### src/rtl/tl_width_splitter.sv
// tl_width_splitter: narrows a TileLink A channel into OUT_BYTES slices and merges narrow D beats back to IN_BYTES.
module tl_width_splitter #(
  parameter int IN_BYTES = 8,
  parameter int OUT_BYTES = 4,
  parameter int ADDR_BITS = 29,
  parameter int SOURCE_BITS = 6
) (
  input  logic                     clock,
  input  logic                     reset,
  input  logic                     auto_in_a_valid,
  output logic                     auto_in_a_ready,
  input  logic [2:0]               auto_in_a_bits_opcode,
  input  logic [2:0]               auto_in_a_bits_param,
  input  logic [2:0]               auto_in_a_bits_size,
  input  logic [SOURCE_BITS-1:0]   auto_in_a_bits_source,
  input  logic [ADDR_BITS-1:0]     auto_in_a_bits_address,
  input  logic [IN_BYTES-1:0]      auto_in_a_bits_mask,
  input  logic [8*IN_BYTES-1:0]    auto_in_a_bits_data,
  input  logic                     auto_in_a_bits_corrupt,
  output logic                     auto_in_d_valid,
  input  logic                     auto_in_d_ready,
  output logic [2:0]               auto_in_d_bits_opcode,
  output logic [1:0]               auto_in_d_bits_param,
  output logic [2:0]               auto_in_d_bits_size,
  output logic [SOURCE_BITS-1:0]   auto_in_d_bits_source,
  output logic                     auto_in_d_bits_sink,
  output logic                     auto_in_d_bits_denied,
  output logic [8*IN_BYTES-1:0]    auto_in_d_bits_data,
  output logic                     auto_in_d_bits_corrupt,
  output logic                     auto_out_a_valid,
  input  logic                     auto_out_a_ready,
  output logic [2:0]               auto_out_a_bits_opcode,
  output logic [2:0]               auto_out_a_bits_param,
  output logic [2:0]               auto_out_a_bits_size,
  output logic [SOURCE_BITS-1:0]   auto_out_a_bits_source,
  output logic [ADDR_BITS-1:0]     auto_out_a_bits_address,
  output logic [OUT_BYTES-1:0]     auto_out_a_bits_mask,
  output logic [8*OUT_BYTES-1:0]   auto_out_a_bits_data,
  output logic                     auto_out_a_bits_corrupt,
  input  logic                     auto_out_d_valid,
  output logic                     auto_out_d_ready,
  input  logic [2:0]               auto_out_d_bits_opcode,
  input  logic [1:0]               auto_out_d_bits_param,
  input  logic [2:0]               auto_out_d_bits_size,
  input  logic [SOURCE_BITS-1:0]   auto_out_d_bits_source,
  input  logic                     auto_out_d_bits_sink,
  input  logic                     auto_out_d_bits_denied,
  input  logic [8*OUT_BYTES-1:0]   auto_out_d_bits_data,
  input  logic                     auto_out_d_bits_corrupt
);
  localparam int R = IN_BYTES / OUT_BYTES;
  localparam int LO = $clog2(OUT_BYTES);
  localparam int LI = $clog2(IN_BYTES);
  localparam int CW = R > 1 ? LI - LO : 1;
  localparam int W = 8 * OUT_BYTES;
  assign auto_out_a_valid = auto_in_a_valid & ~reset;
  assign auto_out_a_bits_opcode = auto_in_a_bits_opcode;
  assign auto_out_a_bits_param = auto_in_a_bits_param;
  assign auto_out_a_bits_size = auto_in_a_bits_size;
  assign auto_out_a_bits_source = auto_in_a_bits_source;
  assign auto_out_a_bits_address = auto_in_a_bits_address;
  assign auto_out_a_bits_corrupt = auto_in_a_bits_corrupt;
  assign auto_in_d_bits_opcode = auto_out_d_bits_opcode;
  assign auto_in_d_bits_param = auto_out_d_bits_param;
  assign auto_in_d_bits_size = auto_out_d_bits_size;
  assign auto_in_d_bits_source = auto_out_d_bits_source;
  assign auto_in_d_bits_sink = auto_out_d_bits_sink;
  generate
    if (R == 1) begin : g_wire
      assign auto_in_a_ready = auto_out_a_ready & ~reset;
      assign auto_out_a_bits_mask = auto_in_a_bits_mask;
      assign auto_out_a_bits_data = auto_in_a_bits_data;
      assign auto_out_d_ready = auto_in_d_ready & ~reset;
      assign auto_in_d_valid = auto_out_d_valid & ~reset;
      assign auto_in_d_bits_data = auto_out_d_bits_data;
      assign auto_in_d_bits_denied = auto_out_d_bits_denied;
      assign auto_in_d_bits_corrupt = auto_out_d_bits_corrupt;
    end else begin : g_split
      logic [CW-1:0] a_cnt, d_cnt, a_n1, d_n1, a_sel;
      logic a_split, a_last, d_merge, d_last, den_acc, cor_acc;
      logic [R-1:0][W-1:0] d_buf;
      // beats-per-group minus one, as a low-bit mask: min(R, 2^size/OUT_BYTES) - 1
      function automatic logic [CW-1:0] span_mask(input logic [2:0] size);
        int k;
        k = int'(size) - LO;
        return k <= 0 ? '0 : k >= CW ? '1 : CW'((1 << k) - 1);
      endfunction
      always_comb begin
        a_split = ~auto_in_a_bits_opcode[2] && auto_in_a_bits_size > 3'(LO);
        a_n1 = a_split ? span_mask(auto_in_a_bits_size) : '0;
        a_sel = (auto_in_a_bits_address[LI-1:LO] & ~a_n1) | a_cnt;
        a_last = a_cnt == a_n1;
        d_merge = (auto_out_d_bits_opcode == 3'd1 || auto_out_d_bits_opcode == 3'd5) &&
                  auto_out_d_bits_size > 3'(LO);
        d_n1 = d_merge ? span_mask(auto_out_d_bits_size) : '0;
        d_last = d_cnt == d_n1;
        auto_in_d_bits_data = '0;
        for (int i = 0; i < R; i++)
          auto_in_d_bits_data[i*W +: W] = (CW'(i) & d_n1) == d_n1 ? auto_out_d_bits_data : d_buf[CW'(i) & d_n1];
      end
      assign auto_in_a_ready = auto_out_a_ready & a_last & ~reset;
      assign auto_out_a_bits_mask = auto_in_a_bits_mask[a_sel*OUT_BYTES +: OUT_BYTES];
      assign auto_out_a_bits_data = auto_in_a_bits_data[a_sel*W +: W];
      assign auto_out_d_ready = ~reset & (d_last ? auto_in_d_ready : 1'b1);
      assign auto_in_d_valid = ~reset & auto_out_d_valid & d_last;
      assign auto_in_d_bits_denied = auto_out_d_bits_denied | den_acc;
      assign auto_in_d_bits_corrupt = auto_out_d_bits_corrupt | cor_acc;
      always_ff @(posedge clock) begin
        if (reset) begin
          a_cnt <= '0;
          d_cnt <= '0;
          den_acc <= 1'b0;
          cor_acc <= 1'b0;
        end else begin
          if (auto_out_a_valid && auto_out_a_ready)
            a_cnt <= a_last ? '0 : a_cnt + CW'(1);
          if (auto_out_d_valid && auto_out_d_ready) begin
            d_cnt <= d_last ? '0 : d_cnt + CW'(1);
            den_acc <= d_last ? 1'b0 : den_acc | auto_out_d_bits_denied;
            cor_acc <= d_last ? 1'b0 : cor_acc | auto_out_d_bits_corrupt;
          end
        end
      end
      always_ff @(posedge clock)
        if (auto_out_d_valid && auto_out_d_ready && !d_last) d_buf[d_cnt] <= auto_out_d_bits_data;
    end
  endgenerate
endmodule

### config.mk
export PLATFORM = sky130hd
export DESIGN_NAME = tl_width_splitter
export DESIGN_NICKNAME = d
export VERILOG_FILES = /design/src/rtl/tl_width_splitter.sv
export SDC_FILE = /design/constraint.sdc
export NUM_CORES = 1
export LEC_CHECK = 0
export BUFFER_PORTS_ARGS = -buffer_cell sky130_fd_sc_hd__buf_2
export CAP_MARGIN = 5
export CORE_AREA = 2 2 131 133
export CTS_BUF_LIST = sky130_fd_sc_hd__clkbuf_2 sky130_fd_sc_hd__clkbuf_4 sky130_fd_sc_hd__clkbuf_8
export DETAILED_ROUTE_END_ITERATION = 8
export DIE_AREA = 0 0 133 135
export PLACE_DENSITY = 0.5
export SYNTH_ARGS = -nofsm -noshare
export SYNTH_HDL_FRONTEND = slang
export SYNTH_SLANG_ARGS = --single-unit
### constraint.sdc
create_clock -name clock -period 7.4 [get_ports clock]
set_input_delay 1.11 -clock clock [delete_from_list [all_inputs] [get_ports clock]]
set_output_delay 1.11 -clock clock [all_outputs]
set_load 0.05 [all_outputs]
==> impl_summary.log, run 1 <==
INFO  metric dpl.cell_count = 752
INFO  metric power_density = around 170 nW/µm²
INFO  metric dieHeight = 135 µm
INFO  metric first_global_vias = 3903
INFO  metric required = 6.29 ns
INFO  metric synth_commonest_cells = 92 x sky130_fd_sc_hd__buf_4, 73 x sky130_fd_sc_hd__nand3_1, 36 x sky130_fd_sc_hd__a222oi_1, 36 x sky130_fd_sc_hd__and2_1, 36 x sky130_fd_sc_hd__o2111ai_1
INFO  metric worstPathArrival = 3.28 ns
INFO  metric initial_utilization = 0.234
INFO  metric slew_headroom = 0.344
INFO  metric ctsHoldBuffers = 0
INFO  metric ys_warn_count = 0
INFO  metric cts.sink_count = 36
INFO  metric fin_skew = between 0.003 and 0.004 ns
INFO  metric count_of_buffers_from_port_buffering = between 200 and 250
INFO  metric grt_setup_unrepaired = false
INFO  metric switching_share = 0.485
INFO  metric path_type_of_the_worst_min_delay_path = reg2reg
INFO  metric layout-drive-gt1-share = 0.540
INFO  metric start_kind = input port
INFO  metric combined_area_of_the_multi_input_logic_cells = approximately 1900 µm²
INFO  metric combinationalPowerShare = 0.529
INFO  metric clockPowerShare = 0.176
INFO  metric grt_first_pass_wirelength = between 20 and 25 mm
INFO  metric hpwl = around 11 mm
INFO  metric drv_cap = 0
INFO  metric synthesized_area_divided_by_synthesized_cell_count = between 9 and 10 µm²
INFO  metric dieArea = between 15000 and 20000 µm²
INFO  metric crit_path_top_delay_cell = sky130_fd_sc_hd__buf_4
INFO  metric layoutNonFillerInstCount = around 760
INFO  metric vdd.ir_drop.worst = 0.133 mV
INFO  metric timing.critical_path.fanout_max = 33
INFO  metric period_share = 0.593
INFO  metric syn-instance-count = about 420
INFO  metric post-place-ws = 3.01 ns
INFO  metric num-nets-final = 715
INFO  metric clock-root-buffer = sky130_fd_sc_hd__clkbuf_8
INFO  metric routabilityCongestion = 0.812
INFO  metric post_cts_resize_count = 0
INFO  metric timing.critical_path.cells = buf_2, inv_1, ha_1, nor2b_4, o311ai_4, buf_4, inv_1, ha_1, nand2b_1, nor2b_1, buf_2
INFO  metric fillCellCount = between 1.5k and 2k
INFO  metric grt_antenna_before_repair = 5
INFO  metric ios = 338
INFO  metric grt_util_met3 = 0.0454
INFO  metric yosys.cell_types.count = 32
INFO  metric setup_viol = 0
INFO  metric clkLatencyLatePin = 0.29 ns
INFO  metric rows = between 40 and 50
INFO  metric syn-num-nets = 600
INFO  metric tritoncts = yes
INFO  metric drcViolationCount = 0
INFO  metric critPathCaptureType = output pin
INFO  metric detail_route.wl_per_cell = between 15 and 20 µm
INFO  metric die_x = between 100 and 150 µm
INFO  metric grt_util_all_layers = 0.153
INFO  metric timing.final.crit_period = approximately 4.4 ns
INFO  metric yosys.area.top_type = sky130_fd_sc_hd__edfxtp_1
INFO  metric number_of_diodes_added_for_antenna_fixing = 0
INFO  metric synthFlopType = sky130_fd_sc_hd__edfxtp_1
INFO  metric synth_seq_area_share = 0.271
INFO  metric via_count = 4016
INFO  metric met2_grt_util = 0.281
INFO  metric crit_path_max_incr_delay = 0.41 ns
INFO  metric clk_pin_slew = about 0.070 ns
INFO  metric route.detailed.vias_per_inst = approximately 5.3
INFO  metric synth_edf_count = 32
INFO  metric fin_hold_ws = approximately 0.53 ns
INFO  metric yosys.cell_count.top_type = sky130_fd_sc_hd__buf_4
INFO  metric power_report.internal_total = around 400 µW
INFO  metric p_leak = 0.00198 µW
INFO  metric synth.ff_latch_count = 36
INFO  metric final-hold-violation-count = 0
INFO  metric sequential_cell_area = approximately 1000 µm²
INFO  metric first_iter_violations = 305
INFO  metric gr-max-usage-layer = met2
INFO  metric firstDrtPassIters = 8
INFO  metric tritoncts.num_buffers = 5
INFO  metric drt_wl_total = between 10 and 15 mm
INFO  metric totalNegativeSetupSlack = 0 ns
INFO  metric setup_slack = 3.01 ns
INFO  metric htree_levels = 2
INFO  metric largest_net_degree_at_the_start_of_global_routing = 40
INFO  metric cts_buffer_depth = 2
INFO  metric sequentialPowerShare = 0.295
INFO  metric core_region_area = between 15000 and 20000 µm²
INFO  metric groute.layer.met1.usage = 0.157
INFO  metric drt.antenna.violating_nets = 0
INFO  metric outcome = completed
INFO  metric maximum_clock_rate = 0.228 GHz
INFO  metric path_class = in2out
INFO  metric async_reset_ff_frac = 0
INFO  metric synthesis.area = 3840 µm²
INFO  metric yosysTopAreaCellShare = 0.250
INFO  metric report.final.slew_viol_count = 0
INFO  metric tightestPinTransition = 0.981 ns
INFO  metric synth_top_cells_by_area = sky130_fd_sc_hd__edfxtp_1 25%, sky130_fd_sc_hd__buf_4 18%, sky130_fd_sc_hd__nand3_1 9.5%
INFO  metric syn_to_final_growth = 19.0%
INFO  metric cts_post_setup_buffers_inserted = 0
INFO  metric power.net_switching = about 380 µW
INFO  metric grt_overflow = 0
[registers in the layout (all words and copies together), names as in the netlist]
register	flops
g_split.d_buf	32
g_split.a_cnt	1
g_split.d_cnt	1
g_split.den_acc	1
g_split.cor_acc	1
[per-layer routing]
metal	up-vias	share of wire
met4	10	0.036
met1	1859	0.34
li1	1796	-
met5	-	0.0043
met2	299	0.51
met3	52	0.11
[power by group through the flow]
stage | Sequential, µW | Combinational (µW) | Clock [µW]
floorplan | 232 | 384 | 0
global placement | 234 | 411 | 0
detailed placement | 234 | 414 | 0
CTS | 230 | 415 | 147
global route | 230 | 434 | 151
finish | 230 | 413 | 137
[cells by family after synthesis]
logic type,synth area share
AND/OR/NAND/NOR,0.189
AO/OA/AOI/OAI,0.197
flip-flops,0.271
buffers and inverters,0.236
adder cells (fa/ha/maj),0.0130
multiplexers,0.0938
[per-stage QoR]
| stage | power [µW] | area [µm²] | util |
|---|---|---|---|
| final | 780 | 4570 | 0.279 |
| after global routing | 815 | 4570 | 0.279 |
| after CTS | 792 | 4570 | 0.279 |
| after detailed placement | 648 | 4490 | 0.274 |
| after global placement | 645 | 4490 | 0.274 |
| after floorplan | 616 | 3840 | - |
[worst max-delay path, delay by kind of cell]
family                     cells  cell delay [ns]
AOI/OAI and AO/OA              1             0.20
buffers and inverters          5             0.94
and+or+nand+nor                3             0.34
adders and majority gates      2             0.67
[area by class of cell]
| type | count | share of cell area |
|---|---|---|
| Multi-Input combinational cell | 248 | 0.422 |
| Clock inverter | 1 | 0.00110 |
| Clock buffer | 6 | 0.0167 |
| Sequential cell | 36 | 0.228 |
| Tap cell | 220 | 0.0602 |
| Inverter | 7 | 0.00575 |
| Timing Repair Buffer | 241 | 0.266 |
[cells in the final DEF, fill, tap and decap left out, drive strengths merged]
cell,count
buf,241
nand3,73
o2111ai,36
and2,36
a222oi,36
edfxtp,32
mux2,32
inv,7
clkbuf,6
nor2b,5
nor2,5
a21oi,4
ha,4
dfxtp,4
nand2,3
nand2b,3
or2,3
and3b,2
a2bb2oi,2
o311ai,1
nor4b,1
a211oi,1
a31o,1
clkinv,1
[worst paths after layout]
check	from	endpoint	slack [ns]	cells past startpoint
max	auto_out_d_bits_size[1]	auto_out_d_ready	3.01	11
min	g_split.cor_acc	g_split.cor_acc	0.53	2
max reg2reg	g_split.a_cnt	g_split.a_cnt	5.32	4
min reg2reg	g_split.cor_acc	g_split.cor_acc	0.53	2
No activity file was read; power rests on OpenSTA's default activity.
==> run 2: changes to the inputs <==
Settings changed: ABC_AREA from default to 1, CORE_AREA 2 2 131 133 to 2 2 130 132, DIE_AREA 0 0 133 135 to 0 0 132 134, PLACE_DENSITY 0.5 to 0.46.
Clock period 7.4 ns to 3.52 ns, I/O delays scaled along.
==> run 2 against run 1 <==
Combinational power increased by 91%. Largest power group unchanged. Highest routed layer is now met4. Via count is 25% lower. Largest cell class is now non-clock buffers. Critical path type unchanged. Non-clock buffer count grew 1. Sequential power increased by 110%. Die area shrank 1.5%. Clock-buffer cell count decreased by 1. Clock power is 110% higher. Setup slack lost 2.4 ns. Clock skew increased by 0.00082 ns. Wire length decreased by 19%. Global-route usage down 2.6 points.
==> impl_summary.log, run 2 <==
INFO  metric first_iter_violations = around 90
INFO  metric drv_cap = 0
INFO  metric grt_util_met3 = 0.0616
INFO  metric syn_to_final_growth = 27.5%
INFO  metric tritoncts.num_buffers = 5
INFO  metric core_region_area = roughly 16000 µm²
INFO  metric cts.sink_count = 36
INFO  metric synthFlopType = sky130_fd_sc_hd__edfxtp_1
INFO  metric clock-root-buffer = sky130_fd_sc_hd__clkbuf_8
INFO  metric routabilityCongestion = 0.849
INFO  metric timing.hold.worst_path_depth = 1
INFO  metric timing.critical_path.cells = buf_2, inv_2, ha_1, inv_1, nand2_1, nand2_1, nand2_2, nand2_4, nand2_4, nand2_1, nand2_1, buf_2
INFO  metric cts_post_setup_buffers_inserted = 0
INFO  metric die_x = about 130 µm
INFO  metric htree_levels = 2
INFO  metric drt_wl_total = roughly 12 mm
INFO  metric totalNegativeSetupSlack = 0 ns
INFO  metric tritoncts = yes
INFO  metric grt_antenna_before_repair = 0
INFO  metric cts_buffer_depth = 2
INFO  metric yosys.cell_types.count = 19
INFO  metric post_cts_resize_count = 0
INFO  metric gr-max-usage-layer = met2
INFO  metric synthesis.area = roughly 3000 µm²
INFO  metric hpwl = just over 10 mm
INFO  metric path_class = in2out
INFO  metric synth_top_cells_by_area = sky130_fd_sc_hd__edfxtp_1 33%, sky130_fd_sc_hd__buf_4 24%, sky130_fd_sc_hd__nand2_1 23%
INFO  metric yosysTopAreaCellShare = 0.329
INFO  metric synth_commonest_cells = 179 x sky130_fd_sc_hd__nand2_1, 95 x sky130_fd_sc_hd__buf_4, 39 x sky130_fd_sc_hd__nand3_1, 32 x sky130_fd_sc_hd__edfxtp_1, 11 x sky130_fd_sc_hd__inv_1
INFO  metric ctsHoldBuffers = 0
INFO  metric syn-num-nets = roughly 580
INFO  metric rows = between 40 and 50
INFO  metric syn-instance-count = 400
INFO  metric setup_viol = 0
INFO  metric grt_util_all_layers = 0.127
INFO  metric crit_path_max_incr_delay = 0.38 ns
INFO  metric required = around 3.0 ns
INFO  metric firstDrtPassIters = 5
INFO  metric yosys.area.top_type = sky130_fd_sc_hd__edfxtp_1
INFO  metric num-nets-final = 717
INFO  metric outcome = completed
INFO  metric combined_area_of_the_multi_input_logic_cells = about 1000 µm²
INFO  metric timing.final.crit_period = between 2 and 3 ns
INFO  metric ios = between 300 and 400
INFO  metric fin_skew = approximately 0.0044 ns
INFO  metric critPathCaptureType = output pin
INFO  metric initial_utilization = 0.179
INFO  metric hp-start = auto_out_d_bits_data[24]
INFO  metric ff2ff_path_depth = 8
INFO  metric grt_overflow = 0
INFO  metric largest_register_ffs = 32
INFO  metric layout-drive-gt1-share = 0.477
INFO  metric synth.ff_latch_count = 36
INFO  metric max_flop_register = g_split.d_buf
INFO  metric largest_net_degree_at_the_start_of_global_routing = 38
INFO  metric slew_headroom = 0.480
INFO  metric final_core_util = 0.229
INFO  metric yosys.cell_count.top_type = sky130_fd_sc_hd__nand2_1
INFO  metric tightestPinTransition = 0.779 ns
INFO  metric synthesized_area_divided_by_synthesized_cell_count = roughly 7.3 µm²
INFO  metric sequential_cell_area = approximately 1000 µm²
INFO  metric vdd.ir_drop.worst = between 0.15 and 0.2 mV
INFO  metric start_kind = input port
INFO  metric drt.antenna.violating_nets = 0
INFO  metric synth_edf_count = 32
INFO  metric route.detailed.vias_per_inst = 3.95
INFO  metric async_reset_ff_frac = 0
INFO  metric maximum_clock_rate = ~0.35 GHz
INFO  metric final-hold-violation-count = 0
INFO  metric detail_route.wl_per_cell = roughly 16 µm
INFO  metric synth_seq_area_share = 0.356
INFO  metric ys_warn_count = 0
INFO  metric first_global_vias = between 2k and 3k
INFO  metric grt_setup_unrepaired = false
INFO  metric timing.critical_path.from = auto_in_a_bits_size[1]
INFO  metric layout_commonest_cell = sky130_fd_sc_hd__buf_2
INFO  metric report.final.slew_viol_count = 0
INFO  metric worstPathArrival = around 2.4 ns
INFO  metric timing.critical_path.fanout_max = 37
INFO  metric path_type_of_the_worst_min_delay_path = in2reg
INFO  metric layout_common_cells = 237 x sky130_fd_sc_hd__buf_2, 179 x sky130_fd_sc_hd__nand2_1, 39 x sky130_fd_sc_hd__nand3_1, 32 x sky130_fd_sc_hd__edfxtp_1, 11 x sky130_fd_sc_hd__inv_1
INFO  metric clk_pin_slew = around 0.080 ns
INFO  metric groute.layer.met1.usage = 0.136
INFO  metric dieArea = roughly 18000 µm²
INFO  metric number_of_diodes_added_for_antenna_fixing = 0
INFO  metric power_density = about 410 nW/µm²
INFO  metric cell_with_the_most_instances_on_the_worst_path = sky130_fd_sc_hd__nand2_1
INFO  metric p_leak = roughly 0.0021 µW
INFO  metric via_count = 3008
INFO  metric drcViolationCount = 0
INFO  metric clkLatencyLatePin = ~0.29 ns
INFO  metric worst_r2r_src = g_split.d_cnt
INFO  metric count_of_buffers_from_port_buffering = 237
INFO  metric met2_grt_util = 0.219
INFO  metric period_share = 0.820
INFO  metric grt_first_pass_wirelength = 16.8 mm
INFO  metric fillCellCount = around 1.9k
INFO  metric crit_path_top_delay_cell = sky130_fd_sc_hd__nand2_4
INFO  metric dieHeight = 134 µm
run 2: changes by cell type after synthesis, moves of 5 or more:
cell | before | now
sky130_fd_sc_hd__clkbuf_1 | 23 | 0
sky130_fd_sc_hd__inv_1 | 6 | 11
sky130_fd_sc_hd__nor2_1 | 4 | 9
sky130_fd_sc_hd__and2_1 | 36 | 0
sky130_fd_sc_hd__o2111ai_1 | 36 | 0
sky130_fd_sc_hd__a222oi_1 | 36 | 0
sky130_fd_sc_hd__nand2_1 | 3 | 179
sky130_fd_sc_hd__mux2_2 | 30 | 0
sky130_fd_sc_hd__nand3_1 | 73 | 39
run 2: final timing paths:
path | endpoint | slack, ns
worst min-delay path | g_split.d_buf[24] | 0.44
worst max-delay path | auto_out_a_bits_data[2] | 0.63
worst max register to register | g_split.d_buf[10] | 1.65
worst min register to register | g_split.den_acc | 0.46
run 2: kinds of logic (layout without fill, tap and decap cells):
logic type | Yosys count | in the layout | share of synthesized area
AO/OA/AOI/OAI | 5 | 5 | 0.00856
adder cells (fa/ha/maj) | 4 | 4 | 0.0171
buffers and inverters | 121 | 262 | 0.289
flip-flops | 36 | 36 | 0.356
AND/OR/NAND/NOR | 234 | 234 | 0.329
run 2: per-layer routing:
layer  wire (µm)  vias up
met3        1550       20
met2        5670      250
met1        4540     1295
li1            -     1443
met5           0        -
met4         283        0
run 2: layout make-up:
| type | count | share of cell area |
|---|---|---|
| clock inverter | 2 | 0.00202 |
| timing repair buffer | 242 | 0.332 |
| sequential | 36 | 0.280 |
| tap | 220 | 0.0739 |
| multi-input combinational | 243 | 0.281 |
| inverter | 13 | 0.0131 |
| clock buffer | 5 | 0.0185 |
run 2: power breakdown:
group          internal, µW  switching, µW
registers               472           1.79
clock network           131            150
logic                   176            611
total                   778            763
run 2: critical path: cells and delay by family:
kind | cells | cell delay [ns]
adder cells (fa/ha/maj) | 1 | 0.26
AND/OR/NAND/NOR | 7 | 1.08
buffers and inverters | 4 | 0.47
run 2: metrics by stage:
stage / std cells / hold slack, ns / setup WS (ns) / cell area (µm²) / total power, µW
floorplan: 400 / 0.430 / 0.180 / 2930 / 1220
global placement: 754 / 0.460 / 0.570 / 3650 / 1280
detailed placement: 754 / 0.454 / 0.565 / 3650 / 1280
CTS: 761 / 0.425 / 0.608 / 3720 / 1570
global route: 761 / 0.430 / 0.444 / 3720 / 1620
finish: 761 / 0.441 / 0.635 / 3720 / 1540
==> run 3: changes to the inputs <==
Clock period 3.52 ns to 2.55 ns, I/O delays scaled along.
==> run 3 against run 2 <==
Sequential power grew 38%. Clock skew shrank 0.00077 ns. Cell count rose by 0.53%. Critical endpoint is now auto_in_a_ready. Largest cell class unchanged. Highest routed layer unchanged.
==> impl_summary.log, run 3 (synthesized netlist as in run 2, its figures left out) <==
INFO  metric first_global_vias = around 2.8k
INFO  metric totalNegativeSetupSlack = 0 ns
INFO  metric grt_setup_unrepaired = false
INFO  metric critPathTopFamily = buffers and inverters
INFO  metric hp-start = auto_out_d_bits_data[11]
INFO  metric largest_net_degree_at_the_start_of_global_routing = 37
INFO  metric htree_levels = 2
INFO  metric clkLatencyLatePin = around 0.29 ns
INFO  metric path_class = in2out
INFO  metric firstDrtPassIters = 4
INFO  metric number_of_diodes_added_for_antenna_fixing = 0
INFO  metric count_of_buffers_from_port_buffering = 237
INFO  metric rows = 47
INFO  metric fin_hold_ws = a little under 0.3 ns
INFO  metric crit_path_max_incr_delay = 0.33 ns
INFO  metric timing.critical_path.buf_inv = 5
INFO  metric layout-drive-gt1-share = 0.495
INFO  metric timing.critical_path.from = auto_in_a_bits_size[2]
INFO  metric routabilityCongestion = 0.752
INFO  metric cts_buffer_depth = 2
INFO  metric maximum_clock_rate = 0.429 GHz
INFO  metric period_share = 0.914
INFO  metric power_density = 559 nW/µm²
INFO  metric route.detailed.vias_per_inst = between 3 and 4
INFO  metric num-nets-final = 721
INFO  metric dieHeight = 134 µm
INFO  metric critPathCaptureType = output pin
INFO  metric first_iter_violations = 78
INFO  metric timing.final.crit_period = ~2.3 ns
INFO  metric tightestPinTransition = 0.495 ns
INFO  metric grt_overflow = 0
INFO  metric final-hold-violation-count = 0
INFO  metric tritoncts.num_buffers = 5
INFO  metric worstPathArrival = between 1.5 and 2 ns
INFO  metric grt_util_all_layers = 0.134
INFO  metric dieArea = between 15000 and 20000 µm²
INFO  metric die_x = approximately 130 µm
INFO  metric worst_r2r_src = g_split.d_cnt
INFO  metric fillCellCount = between 1.5k and 2k
INFO  metric drcViolationCount = 0
INFO  metric slew_headroom = 0.670
INFO  metric largest_register_ffs = 32
INFO  metric setup_viol = 0
INFO  metric hpwl = roughly 11 mm
INFO  metric clk_pin_slew = 0.07 ns
INFO  metric grt_first_pass_wirelength = approximately 18 mm
INFO  metric ctsHoldBuffers = 0
INFO  metric timing.critical_path.fanout_max = 3
INFO  metric drt_wl_total = 12.6 mm
INFO  metric outcome = completed
INFO  metric drv_cap = 0
INFO  metric fin_skew = around 0.0036 ns
INFO  metric cts_post_setup_buffers_inserted = 0
INFO  metric drt.antenna.violating_nets = 0
INFO  metric core_region_area = 16300 µm²
INFO  metric report.final.slew_viol_count = 0
INFO  metric layout_common_cells = 231 x sky130_fd_sc_hd__buf_2, 179 x sky130_fd_sc_hd__nand2_1, 38 x sky130_fd_sc_hd__nand3_1, 32 x sky130_fd_sc_hd__edfxtp_1
INFO  metric required = roughly 2.2 ns
INFO  metric ios = 338
INFO  metric crit_path_top_delay_cell = sky130_fd_sc_hd__buf_2
INFO  metric cts.sink_count = 36
INFO  metric start_kind = input port
INFO  metric clock-root-buffer = sky130_fd_sc_hd__clkbuf_8
INFO  metric vdd.ir_drop.worst = 0.310 mV
INFO  metric path_type_of_the_worst_min_delay_path = in2reg
INFO  metric layout_commonest_cell = sky130_fd_sc_hd__buf_2
INFO  metric p_leak = 0.00215 µW
INFO  metric detail_route.wl_per_cell = between 15 and 20 µm
INFO  metric via_count = just under 3k
INFO  metric design_area = slightly below 4000 µm²
INFO  metric tritoncts = yes
INFO  metric post_cts_resize_count = 0
INFO  metric syn_to_final_growth = 34.2%
INFO  metric timing.critical_path.cells = buf_2, inv_1, ha_1, inv_1, nand2_1, nand2_1, nand2_2, inv_1, ha_1, nand2_1, nor2_1, buf_2
INFO  metric initial_utilization = 0.179
INFO  metric grt_antenna_before_repair = 1
INFO  metric cell_area_after_placement = 3840 µm²
INFO  metric max_flop_register = g_split.d_buf
[run 3: cell types whose count changed in the layout (fill, tap and decap cells not counted), sizes merged]
cell  before  now
buf      242  246
[run 3: worst register-to-register path, cell delays in order (launching register included)]
cell and delay, ns:
sky130_fd_sc_hd__dfxtp_1 0.41, sky130_fd_sc_hd__inv_1 0.09, sky130_fd_sc_hd__ha_4 0.23, sky130_fd_sc_hd__inv_4 0.06
sky130_fd_sc_hd__nor2_4 0.04, sky130_fd_sc_hd__nor2_4 0.10, sky130_fd_sc_hd__nand3_2 0.12, sky130_fd_sc_hd__nor2_4 0.14
sky130_fd_sc_hd__buf_12 0.21
[run 3: final cells by class]
cell class                 instances  area [µm²]  area share
multi-input combinational        243        1090       0.279
inverter                          13        66.3      0.0169
timing repair buffer             246        1370       0.349
sequential                        36        1040       0.266
clock inverter                     2        7.51     0.00192
tap                              220         275      0.0702
clock buffer                       5        68.8      0.0176
[run 3: final timing paths]
check | endpoint | slack (ns) | cells after the start
min | g_split.d_buf[11] | 0.29 | 1
max | auto_in_a_ready | 0.22 | 12
min reg2reg | g_split.cor_acc | 0.46 | 2
max reg2reg | g_split.d_buf[15] | 0.82 | 8
[run 3: routing by layer]
metal,GRT usage,up-vias,share of wire
li1,-,1453,-
met1,0.144,1269,0.37
met5,0,-,0
met3,0.0654,10,0.13
met4,0.0411,0,0.021
met2,0.233,210,0.48
[run 3: where the power goes]
group | switching, µW | internal (µW)
Clock | 205 | 181
Sequential | 2.47 | 651
Combinational | 859 | 294
[run 3: stage by stage]
| step | setup WS [ns] | total power [µW] | instances | util |
|---|---|---|---|---|
| after detailed placement | 0.140 | 1830 | 758 | 0.236 |
| after global routing | 0.101 | 2310 | 765 | 0.241 |
| after CTS | 0.169 | 2240 | 765 | 0.241 |
| after global placement | 0.163 | 1840 | 758 | 0.236 |
| after floorplan | -0.235 | 1700 | 400 | - |
| final | 0.219 | 2190 | 765 | 0.241 |
